--- src/rtl/eth_pcs_block_sync.sv ---
// 64b/66b block lock state machine.
// Watches the 2-bit sync header of each received block, declares block lock
// after a full window of clean headers, and asks the RX gearbox to slip one
// bit whenever alignment looks wrong.
module eth_pcs_block_sync #(
  parameter int SH_CNT_MAX     = 64,  // headers per test window
  parameter int SH_INVALID_MAX = 16,  // invalid headers per window that break lock
  parameter int SLIP_WAIT      = 4    // header events ignored after a slip (>= 1)
) (
  input  logic       i_clk,
  input  logic       i_reset_n,
  input  logic       i_clk_en,
  input  logic       i_hdr_valid,
  input  logic [1:0] i_hdr,
  output logic       o_slip,
  output logic       o_block_lock,
  output logic       o_hdr_err
);

  localparam int CNT_W  = $clog2(SH_CNT_MAX + 1);
  localparam int INV_W  = $clog2(SH_INVALID_MAX + 1);
  localparam int WAIT_W = $clog2(SLIP_WAIT + 1);

  localparam logic [CNT_W-1:0]  CNT_LAST  = CNT_W'(SH_CNT_MAX);
  localparam logic [INV_W-1:0]  INV_LAST  = INV_W'(SH_INVALID_MAX);
  localparam logic [WAIT_W-1:0] WAIT_LAST = WAIT_W'(SLIP_WAIT);

  typedef enum logic [1:0] {
    LOCK_INIT,
    RESET_CNT,
    TEST_SH,
    SLIP
  } state_t;

  state_t              state, state_n;
  logic [CNT_W-1:0]    sh_cnt, sh_cnt_n;
  logic [INV_W-1:0]    sh_invalid_cnt, sh_invalid_cnt_n;
  logic [WAIT_W-1:0]   wait_cnt, wait_cnt_n;
  logic                lock_n, slip_n, hdr_err_n;

  logic hdr_event;
  logic hdr_ok;

  // A header only counts on an enabled cycle; 01 and 10 are the legal headers.
  assign hdr_event = i_clk_en & i_hdr_valid;
  assign hdr_ok    = (i_hdr == 2'b01) || (i_hdr == 2'b10);

  // Next-state, counter and output decisions for the lock state machine.
  always_comb begin
    // NOTE: every signal written here gets a default first so no path leaves
    // it unassigned, which would otherwise infer a latch.
    state_n          = state;
    sh_cnt_n         = sh_cnt;
    sh_invalid_cnt_n = sh_invalid_cnt;
    wait_cnt_n       = wait_cnt;
    lock_n           = o_block_lock;
    slip_n           = 1'b0;
    hdr_err_n        = 1'b0;

    unique case (state)
      LOCK_INIT: begin
        lock_n = 1'b0;
        if (i_clk_en) state_n = RESET_CNT;
      end

      RESET_CNT: begin
        // Headers arriving in this cycle are deliberately not counted.
        if (i_clk_en) begin
          sh_cnt_n         = '0;
          sh_invalid_cnt_n = '0;
          wait_cnt_n       = '0;
          state_n          = TEST_SH;
        end
      end

      TEST_SH: begin
        if (hdr_event) begin
          sh_cnt_n = sh_cnt + 1'b1;
          if (hdr_ok) begin
            // Window complete: only a spotless window grants lock.
            if (sh_cnt_n == CNT_LAST) begin
              state_n = RESET_CNT;
              if (sh_invalid_cnt == '0) lock_n = 1'b1;
            end
          end else begin
            hdr_err_n        = 1'b1;
            sh_invalid_cnt_n = sh_invalid_cnt + 1'b1;
            // Unlocked: any bad header means wrong alignment. Locked: only a
            // burst of SH_INVALID_MAX in one window does. Slip wins over the
            // window ending on the same header.
            if (!o_block_lock || sh_invalid_cnt_n == INV_LAST) begin
              state_n    = SLIP;
              lock_n     = 1'b0;
              slip_n     = 1'b1;
              wait_cnt_n = '0;
            end else if (sh_cnt_n == CNT_LAST) begin
              state_n = RESET_CNT;
            end
          end
        end
      end

      SLIP: begin
        // Give the gearbox time to settle before judging headers again.
        if (hdr_event) begin
          wait_cnt_n = wait_cnt + 1'b1;
          if (wait_cnt_n == WAIT_LAST) begin
            state_n    = RESET_CNT;
            wait_cnt_n = '0;
          end
        end
      end

      default: state_n = LOCK_INIT;
    endcase
  end

  // State, counters and registered outputs; pulses clear on any cycle without a trigger.
  always_ff @(posedge i_clk or negedge i_reset_n) begin
    if (!i_reset_n) begin
      state          <= LOCK_INIT;
      sh_cnt         <= '0;
      sh_invalid_cnt <= '0;
      wait_cnt       <= '0;
      o_block_lock   <= 1'b0;
      o_slip         <= 1'b0;
      o_hdr_err      <= 1'b0;
    end else begin
      // NOTE: non-blocking assignments so every register samples the values
      // computed before this edge, independent of statement order.
      state          <= state_n;
      sh_cnt         <= sh_cnt_n;
      sh_invalid_cnt <= sh_invalid_cnt_n;
      wait_cnt       <= wait_cnt_n;
      o_block_lock   <= lock_n;
      o_slip         <= slip_n;
      o_hdr_err      <= hdr_err_n;
    end
  end

endmodule

--- config.mk ---
export PLATFORM = sky130hd
export DESIGN_NAME = eth_pcs_block_sync
export DESIGN_NICKNAME = d
export VERILOG_FILES = /design/src/rtl/eth_pcs_block_sync.sv
export SDC_FILE = /design/constraint.sdc
export NUM_CORES = 1
export LEC_CHECK = 0
export BUFFER_PORTS_ARGS = -buffer_cell sky130_fd_sc_hd__buf_2
export CORE_MARGIN = 5
export CORE_UTILIZATION = 50
export CTS_CLUSTER_SIZE = 30
export DETAILED_ROUTE_END_ITERATION = 10
export MAX_ROUTING_LAYER = met4
export PLACE_DENSITY = 0.7
export SYNTH_ARGS = -nofsm -noshare
export SYNTH_HDL_FRONTEND = slang
export SYNTH_SLANG_ARGS = --single-unit
--- constraint.sdc ---
create_clock -name i_clk -period 6.8 [get_ports i_clk]
set_clock_uncertainty 0.2 [all_clocks]
set_input_delay 1.36 -clock i_clk [delete_from_list [all_inputs] [get_ports i_clk]]
set_output_delay 1.36 -clock i_clk [all_outputs]
set_load 0.01 [all_outputs]
Word level (Yosys, flattened, before mapping)
Index checks and enable logic that the tools add are counted.
Storage, ports and cells
  bits in registers: 20
  output and inout port bits: 3
  bits of input ports: 6
Operators by class
  add/sub/neg operators: 3
  mux-type cells: 36
  bitwise operators: 1
  equal/unequal tests: 18
  reduce and logical (&&, ||, !) cells: 13
Operator list (number)
  two-way mux 3 bit: 6
  two-way mux 2 bit: 8
  two-way mux 5 bit: 3
  two-way mux 7 bit: 2
  inequality test 2 bit, second input constant: 7
  case mux 7 bit (2 select lines): 1
  two-way mux 1 bit: 12
  case mux 5 bit (2 select lines): 1
  AND reduction 5 bit: 2
  inequality test 3 bit, second input constant: 3
  case mux 3 bit (3 select lines): 1
  case mux 2 bit (4 select lines): 1
  adder 7 x 1 -> 7 bit, second input constant: 1
  == test 7 bit, second input constant: 1
  == test 2 bit, second input constant: 3
  AND reduction 6 bit: 1
  adder 5 x 1 -> 5 bit, second input constant: 1
  == test 5 bit, second input constant: 1
  zero test 5 bit: 1
  == test 2 x 1 -> 1 bit, second input constant: 2
  AND reduction 4 bit: 1
  nonzero test 2 bit: 2
  adder 3 x 1 -> 3 bit, second input constant: 1
  == test 3 bit, second input constant: 1
  other kinds (7): 8

Depth between registers and ports, before layout
Gate-level depths: netlist of the first run.
  depth in word-level cells: 7
  mapped depth: 8

Least setup slack after synthesis of the first run
Ideal clock, no wire load.
  path kind: in2reg
  start point: in i_hdr[1]
  end point: reg wait_cnt[0]
  slack: 4.227 ns
  stages on the path: 4
  data arrival time: 2.245 ns
  data required time: 6.472 ns
  path through: xor2_1 -> o22ai_1 -> and3_1 -> mux2_1
Between the ends
  cells in the longest elaborated chain, start to end: 4
  elaborated cells between the ends (all ways): 5
  classes of those cells: eq/ne: 3; reduce/logical: 2
Ends and longest elaborated chain
  start: declaration: RTL line 14  | input logic [1:0] i_hdr,
  == test 2 x 1 -> 1 bit / == test 2 bit (equally long branches): RTL line 46  | assign hdr_ok = (i_hdr == 2'b01) || (i_hdr == 2'b10);
  logical OR 1 bit *: RTL line 46
  inequality test 2 bit (no source line) *
  AND reduction 6 bit (no source line) *
  end signal: assignment: RTL line 134  | wait_cnt <= wait_cnt_n;
  end: declaration: RTL line 38  | logic [WAIT_W-1:0] wait_cnt, wait_cnt_n;
Mark *: on every way between the ends. The rest lies on a longest branch, timed or not.
A chain may end at the register's enable or synchronous reset.

Final worst setup path of the first run
Ends and elaborated chain as after synthesis.

==> flow_summary.yaml, run 1 <==
run_status:
  status: "complete, no violations"
worst_setup_path:
  crit_path_start: "i_hdr[1]"
  worst_ep_arrival_time_ps: 2480
  r2r.worst_path.cells: 5
  worst_setup_path_start_kind: "input pin"
  worst_ep_required_time_ps: 6800
  worstReg2RegEnd: "o_block_lock$_DFFE_PN0P_"
  rr_startpoint: "sh_cnt[0]$_DFFE_PN0P_"
  end_kind: "flop"
  crit_type: "input pin to flop"
  worst-path-max-fanout: 3
  ff2ff_setup_slack_ps: 4390
synth:
  yosys_warnings: 0
  seq_area_frac_synth_pct: 40.2
  synth_compound_area_share_pct: 18.7
  synth_area_leaders: "dfrtp_1 40%, ha_1 9.0%, nand2_1 5.7%"
  ys_ff_latch: 20
  synth.top_cell.area_share_pct: 40.2
  yosys.area_share.adder_pct: 9.04
  syn_avg_cell_area_um2: 9.16
  syn_inst: 136
  yosysTopAreaCell: "dfrtp_1"
  syn-num-nets: 151
  yosys.area_share.xor_xnor_pct: 4.22
  syn_area_um2: 1250
  synth_top_family_by_area: "simple AND/OR/NAND/NOR gates"
  synth_edf_count: 0
  synth_cell_type_count: 40
  yosys-mux-area-fraction_pct: 3.31
  synthFlopType: "dfrtp_1"
  postSynth.asyncResetShare_pct: 100
  synthSimpleGateAreaFrac_pct: 21.9
power_and_ir_drop:
  p_clk_share_pct: 17.4
  sw_frac_of_total_pct: 40.5
  power_frac_comb_pct: 41.2
  p_per_area_nw_per_um2: 304
  p_int_w: 0.000246
  ir_drop_v: 0.000169
  switching_power_w: 0.000167
  power_frac_seq_pct: 41.4
  p_leak_nw: 0.601
  p_total_w: 0.000413
floorplanning:
  start_util_pct: 51.2
  die_h_um: 59.9
  die_area_um2: 3590
  io_pins: 9
  core_area_um2: 2430
  dieWidth_um: 59.9
  row_count: 18
clock_tree:
  clockRootBuffer: "clkbuf_4"
  htree_levels: 1
  clockBufferDepth: 2
  post_cts_buffers: 0
  cts.repair.resized: 0
  cts_tree: "done"
  clock_sinks: 20
  clk_pin_slew_ps: 120
  hold_buffers: 0
  clk_latency_ps: 310
  cts_made_buffers: 3
drt:
  num_vias: 1036
  ant_nets: 0
  post-route-drc-count: 0
  first_pass_iters: 4
  routed_via_density: 5.85
  initialDrtViolationCount: 45
  wl_per_cell_um: 14.5
  drt-total-wl_um: 2570
timing:
  worstMarginPinSlew_ps: 447
  fin_ws_ps: 4320
  final.period_utilization_pct: 36.5
  rsz0062_at_grt: "no"
  max-slew-margin-rel_pct: 70.2
  timing.setup.tns_ps: 0
  fin_crit_ps: 2480
  report.final.hold_viol_count: 0
  finalSetupViolCount: 0
  max_freq_mhz: 403
  report.final.slew_viol_count: 0
hold_path:
  whs_endpoint: "sh_cnt[6]$_DFFE_PN0P_"
  hold_class: "flop to flop"
  hold_depth: 1
  holdCritStartpoint: "sh_cnt[6]$_DFFE_PN0P_"
grt:
  overflow: 0
  first_global_vias: 1042
  grt_max_degree: 21
  antenna_found_initial: 0
  grt_usage_pct: 17.5
  grt_pass1_wl_um: 4610
layout:
  nets: 163
  fillers: 232
  fin_util_pct: 55.8
  drive_gt1_share_pct: 12.2
  n_antenna_cell: 0
  area_delta_synth_final_pct: 8.84
  layout_commonest_cell: "dfrtp_1"
  final_cell_mix: "20 x dfrtp_1, 19 x nand2_1, 13 x o21ai_0, 10 x nor2_1, 9 x ha_1"
run:
  maxCapViolCount: 0
placement:
  portBuffers: 8
  place_congestion: 0.873
  dp_hpwl_um: 1940
  pre_cts_ws_ps: 3980
[worst max-delay path, stage by stage]
cell and delay, ps:
buf_2 120, xor2_1 180, o22ai_1 210, and3_1 260, mux2_1 350
[worst max-delay path by stage]
stage	to	slack (ps)
floorplan	wait_cnt[0]$_DFFE_PN0P_	4230
global placement	wait_cnt[0]$_DFFE_PN0P_	4040
detailed placement	wait_cnt[0]$_DFFE_PN0P_	3980
CTS	o_block_lock	4320
global route	wait_cnt[0]$_DFFE_PN0P_	4270
finish	wait_cnt[0]$_DFFE_PN0P_	4320
[state kept, by name (all words and copies together), names as in the netlist]
name,flops
sh_cnt,7
sh_invalid_cnt,5
wait_cnt,3
state,2
o_block_lock,1
o_hdr_err,1
o_slip,1
[per-stage QoR]
stage               instances  hold WS, ps  area (µm²)
floorplan                 136          286        1250
global placement          173          321        1320
detailed placement        173          333        1320
CTS                       177          346        1360
global route              177          381        1360
finish                    177          345        1360
[power by group through the flow]
stage	logic (W)	registers, W	clock network, W
3_5_place_dp	0.000169	0.000173	0
2_1_floorplan	0.000129	0.000168	0
3_3_place_gp	0.000161	0.000170	0
4_1_cts	0.000169	0.000171	0.0000732
5_1_grt	0.000195	0.000177	0.0000780
6_report	0.000170	0.000171	0.0000718
[layer usage]
metal	part of all wire [%]	global-route usage (%)
met5	0	-
met2	52	29.5
met4	1.6	7.28
met3	2.9	2.81
met1	44	20.7
[cells in the mapped netlist, types with 2 or more instances]
cell type / count
mux2i_1: 3
nand4_1: 2
xor2_1: 4
a22o_1: 2
nand3_1: 5
o211ai_1: 2
xnor2_1: 2
o22ai_1: 2
o21ai_1: 5
ha_1: 9
nand2_1: 19
nor2b_1: 2
nand3_2: 2
and3_1: 2
a21oi_1: 3
dfrtp_1: 20
o21ai_0: 13
nor2_1: 10
inv_1: 8
[area by class of cell]
cell class / count / area (µm²) / share of cell area (%)
well taps: 30 / 37.5 / 2.77
clock buffers: 4 / 36.3 / 2.68
flip-flops and latches: 20 / 500 / 36.9
repair buffers: 8 / 40.0 / 2.95
multi-input cells: 107 / 712 / 52.5
inverters: 8 / 30.0 / 2.21
[kinds of logic after synthesis]
family | after synthesis
buffers and inverters | 9
DFF | 20
xor gates and xnor gates | 6
and+or+nand+nor | 52
muxes | 4
adders and majority gates | 9
AOI/OAI and AO/OA | 36
Note: power is estimated with default switching activity, not from simulation.
==> run 2, diff against run 1 <==
- PLACE_DENSITY: 0.7 -> 0.73
- clock period: 6.8 -> 2.2 ns (I/O delays scaled with it)
==> run 2 against run 1 <==
Against the previous run: cell area grew 9.4%; clock power grew to 2.9 times the previous value; power grew to 3.3 times the previous value; register-to-register slack got worse by 4300 ps; via count is 5.7% higher; first-iteration DRC count is 36% higher; largest cell class unchanged.
==> flow_summary.yaml, run 2 (synthesis gave the netlist of run 1 again) <==
timing:
  max_freq_mhz: 466
  report.final.slew_viol_count: 0
  fin_crit_ps: 2150
  report.final.hold_viol_count: 0
  worstMarginPinSlew_ps: 469
  finalSetupViolCount: 0
  rsz0062_at_grt: "yes"
  final.period_utilization_pct: 97.5
  worst_hold_slack_ps: 293
  fin_ws_ps: 54.3
  max-slew-margin-rel_pct: 68.7
clock_tree:
  clock_sinks: 20
  htree_levels: 1
  clk_pin_slew_ps: 120
  clockBufferDepth: 2
  cts_made_buffers: 3
  clockRootBuffer: "clkbuf_4"
  cts_tree: "done"
  clk_latency_ps: 300
placement:
  portBuffers: 8
  place_area_um2: 1400
  pre_cts_ws_ps: -22.4
  place_congestion: 0.850
  dp_hpwl_um: 2080
drt:
  ant_nets: 0
  wl_per_cell_um: 14.4
  routed_via_density: 5.67
  first_pass_iters: 4
  initialDrtViolationCount: 61
  drt-total-wl_um: 2780
  num_vias: 1095
  post-route-drc-count: 0
layout:
  fin_util_pct: 61.0
  fillers: 209
  n_antenna_cell: 0
  largest_reg_flops: 7
  nets: 179
  final_cell_mix: "20 x dfrtp_1, 18 x nand2_1, 15 x buf_4, 13 x o21ai_0, 10 x nor2_1"
  largestRegisters: "sh_cnt x7, sh_invalid_cnt x5, wait_cnt x3"
  area_delta_synth_final_pct: 19.1
  layout_commonest_cell: "dfrtp_1"
  fin_area_um2: 1480
  regMostFlops: "sh_cnt"
  drive_gt1_share_pct: 21.5
floorplanning:
  io_pins: 9
  die_area_um2: 3590
  dieWidth_um: 59.9
  row_count: 18
  core_area_um2: 2430
  die_h_um: 59.9
  start_util_pct: 51.2
grt:
  overflow: 0
  grt_max_degree: 21
  first_global_vias: 1066
  grt_pass1_wl_um: 4760
  grt_usage_pct: 18.0
  antenna_found_initial: 0
worst_setup_path:
  cp_top_family: "simple AND/OR/NAND/NOR gates"
  worst_ep_required_time_ps: 2220
  cpMaxStageDelayCell: "or4b_1"
  crit_chain: "nand3_2, or4b_1, a221o_1, or3_1, a221oi_2"
  endpoint: "o_block_lock$_DFFE_PN0P_"
  worst-path-buf-inv: 0
  crit_type: "flop to flop"
  rr_startpoint: "sh_cnt[1]$_DFFE_PN0P_"
  worst_setup_path_start_kind: "flop"
  end_kind: "flop"
  worst-path-max-fanout: 3
  r2r.worst_path.cells: 5
  worstReg2RegEnd: "o_block_lock$_DFFE_PN0P_"
  path_depth: 5
  crit_path_start: "sh_cnt[1]$_DFFE_PN0P_"
  cp_slowest_stage_delay_ps: 480
  worst_ep_arrival_time_ps: 2160
  ff2ff_setup_slack_ps: 50
run_status:
  status: "complete, no violations"
power_and_ir_drop:
  p_leak_nw: 0.681
  p_per_area_nw_per_um2: 916
  ir_drop_v: 0.000495
hold_path:
  holdCritStartpoint: "i_hdr_valid"
  hold_class: "input pin to flop"
run:
  maxCapViolCount: 0
run 2: cell count changes in the layout (fill, tap and decap cells not counted):
cell,previous run,this run
ha_2,0,1
buf_4,0,15
ha_1,9,8
nand2_1,19,18
dlygate4sd3_1,0,1
nand2_2,0,1
run 2: worst min-delay path: stages:
cell	delay, ps
buf_2	130
nand3_2	100
nor2_1	80
run 2: layout make-up:
type | instances | area (µm²) | area share [%]
well taps | 30 | 37.5 | 2.53
flip-flops and latches | 20 | 500 | 33.7
clock buffers | 4 | 36.3 | 2.45
repair buffers | 24 | 163 | 11.0
multi-input cells | 107 | 717 | 48.3
inverters | 8 | 30.0 | 2.02
run 2: timing repair:
action / in CTS / in global routing
gates resized for setup: 0 / 2
buffers inserted: 4 / 1
hold buffers: 1 / 0
pin swaps: 2 / 1
setup endpoints to repair: 1 / 3
hold endpoints to repair: 20 / 0
run 2: how the worst min path moves through the flow:
stage	endpoint	slack [ps]	cells past startpoint
2_1_floorplan	o_block_lock$_DFFE_PN0P_	-60	0
3_3_place_gp	wait_cnt[2]$_DFFE_PN0P_	210	1
3_5_place_dp	wait_cnt[2]$_DFFE_PN0P_	210	1
4_1_cts	o_hdr_err$_DFF_PN0_	290	3
5_1_grt	o_hdr_err$_DFF_PN0_	290	3
6_report	o_hdr_err$_DFF_PN0_	290	3
run 2: power by group:
part	internal (W)	switching [W]	leakage, nW
sequential	0.000442	0.0000654	0.272
clock	0.000101	0.000110	0.0210
combinational	0.000283	0.000358	0.389
run 2: per-layer routing:
metal | vias to the layer above | GRT usage, % | share of wire [%]
met1 | 533 | 21.8 | 44
met5 | - | - | 0
met2 | 17 | 30.6 | 51
met3 | 4 | 2.59 | 3.5
li1 | 541 | - | -
met4 | 0 | 5.70 | 1.2
run 2: per-stage QoR:
stage                     total power (W)  TNS [ps]  std cells
after floorplan                  0.000918         0        136
after global placement            0.00107         0        183
after detailed placement          0.00110     -22.4        183
after CTS                         0.00134         0        192
after global routing              0.00146     -5.38        193
final                             0.00136         0        193
==> run 3, diff against run 2 <==
- BUFFER_PORTS_ARGS: -buffer_cell sky130_fd_sc_hd__buf_2 -> default
- DONT_BUFFER_PORTS: default -> 1
- PLACE_DENSITY: 0.73 -> 0.7
==> run 3 against run 2 <==
Against the previous run: global-route usage decreased by 1.2 points; via count fell by 1.8%; maximum frequency shrank 2.0%; hold slack lost 160 ps; die area unchanged; first-iteration DRC count decreased by 26%; critical path type unchanged; combinational power shrank 8.4%; largest power group unchanged; final cell count decreased by 5.2%.
==> flow_summary.yaml, run 3 (synthesis gave the netlist of run 1 again) <==
layout:
  regMostFlops: "sh_cnt"
  seq_area_um2: 500
  drive_gt1_share_pct: 15.7
  nets: 169
  final_cell_mix: "20 x dfrtp_1, 19 x nand2_1, 13 x o21ai_0, 13 x buf_4, 10 x nor2_1"
  largestRegisters: "sh_cnt x7, sh_invalid_cnt x5, wait_cnt x3"
  fin_area_um2: 1440
  fillers: 219
  n_antenna_cell: 0
  largest_reg_flops: 7
  layout_commonest_cell: "dfrtp_1"
  fin_util_pct: 59.3
  layout.cells.non_filler: 183
  multiInputGateArea_um2: 714
  area_delta_synth_final_pct: 15.8
placement:
  portBuffers: 0
  dpl.cell_count: 177
  place_area_um2: 1370
  dp_hpwl_um: 2010
  place_congestion: 0.911
drt:
  wl_met2_um: 1390
  initialDrtViolationCount: 45
  post-route-drc-count: 0
  num_vias: 1075
  ant_nets: 0
  route.met3.wl_um: 51
  routed_via_density: 5.87
  first_pass_iters: 4
  top_layer: "met4"
  drt-total-wl_um: 2660
  wl_per_cell_um: 14.5
  m1WireLength_um: 1200
power_and_ir_drop:
  p_per_area_nw_per_um2: 969
  switching_power_w: 0.000517
  sw_frac_of_total_pct: 37.0
  ir_drop_v: 0.000664
  p_leak_nw: 0.640
  p_int_w: 0.000881
  power_frac_comb_pct: 42.0
  power_frac_seq_pct: 36.5
  p_total_w: 0.00140
  p_clk_share_pct: 21.5
clock_tree:
  clk_latency_ps: 300
  clock_sinks: 20
  cts_tree: "done"
  clockRootBuffer: "clkbuf_4"
  cts_made_buffers: 3
  clk_pin_slew_ps: 120
  htree_levels: 1
  clockBufferDepth: 2
timing:
  report.final.slew_viol_count: 0
  fin_crit_ps: 2190
  worst_hold_slack_ps: 132
  report.final.hold_viol_count: 0
  worstMarginPinSlew_ps: 902
  rsz0062_at_grt: "yes"
  max-slew-margin-rel_pct: 39.7
  finalSetupViolCount: 0
  max_freq_mhz: 457
  final.period_utilization_pct: 99.5
floorplanning:
  die_h_um: 59.9
  die_area_um2: 3590
  row_count: 18
  core_area_um2: 2430
  dieWidth_um: 59.9
  start_util_pct: 51.2
  io_pins: 9
worst_setup_path:
  crit_type: "flop to flop"
  end_kind: "flop"
  worst-path-max-fanout: 4
  worst_ep_required_time_ps: 2220
  worst_ep_arrival_time_ps: 2210
  worst_setup_path_start_kind: "flop"
grt:
  grt_max_degree: 21
  grt_pass1_wl_um: 4510
  grt_usage_pct: 16.8
  overflow: 0
  first_global_vias: 1054
  antenna_found_initial: 0
hold_path:
  hold_class: "input pin to flop"
run:
  maxCapViolCount: 0
run_status:
  status: "complete, no violations"
==> run 3: critical path, cell delays in order, from the launching register on <==
cell and delay [ps]:
dfrtp_1 420, nand3_2 90, or4b_1 490, a221o_1 360, or3_1 330, a221oi_2 210
==> run 3: path summary, 6_finish.rpt <==
| path | from | end | slack [ps] | cells after the start |
|---|---|---|---|---|
| max | sh_cnt[1]$_DFFE_PN0P_ | o_block_lock$_DFFE_PN0P_ | 10 | 5 |
| max in group asynchronous | i_reset_n | state[0]$_DFFE_PN0P_ | 750 | 1 |
| min in group asynchronous | i_reset_n | sh_invalid_cnt[3]$_DFFE_PN0P_ | 500 | 1 |
| max reg2reg | sh_cnt[1]$_DFFE_PN0P_ | o_block_lock$_DFFE_PN0P_ | 10 | 5 |
| min | i_hdr_valid | o_hdr_err$_DFF_PN0_ | 130 | 2 |
| min reg2reg | sh_cnt[6]$_DFFE_PN0P_ | sh_cnt[6]$_DFFE_PN0P_ | 370 | 1 |
==> run 3: power by group through the flow <==
stage	Combinational (W)	Sequential [W]	Clock, W
finish	0.000587	0.000510	0.000301
global route	0.000642	0.000522	0.000322
CTS	0.000581	0.000510	0.000310
detailed placement	0.000557	0.000521	0
global placement	0.000539	0.000516	0
floorplan	0.000400	0.000518	0
==> run 3: timing repair <==
item                                   CTS  global route
hold buffers                             1             0
endpoints found under the hold margin   20             0
setup endpoints to repair                1             2
buffers inserted                         1             0
gates resized for setup                  0             1
pin swaps                                0             0
==> run 3: area by class of cell <==
| cell class | instances | area share [%] |
|---|---|---|
| flip-flops and latches | 20 | 34.7 |
| well taps | 30 | 2.60 |
| inverters | 8 | 2.08 |
| repair buffers | 14 | 7.46 |
| multi-input cells | 107 | 49.5 |
| clock inverters | 1 | 2.08 |
| clock buffers | 3 | 1.56 |
==> run 3: per-layer routing <==
layer	track usage (%)	vias up
li1	-	527
met1	19.4	532
met2	28.9	12
met3	2.38	4
met4	7.28	0
met5	-	-
==> run 3: per-stage QoR <==
step,setup TNS [ps],setup WS (ps)
after floorplan,0,46.2
after global placement,0,49.2
after detailed placement,0,18.3
after CTS,0,12.3
after global routing,-51.9,-51.9
final,0,10.4
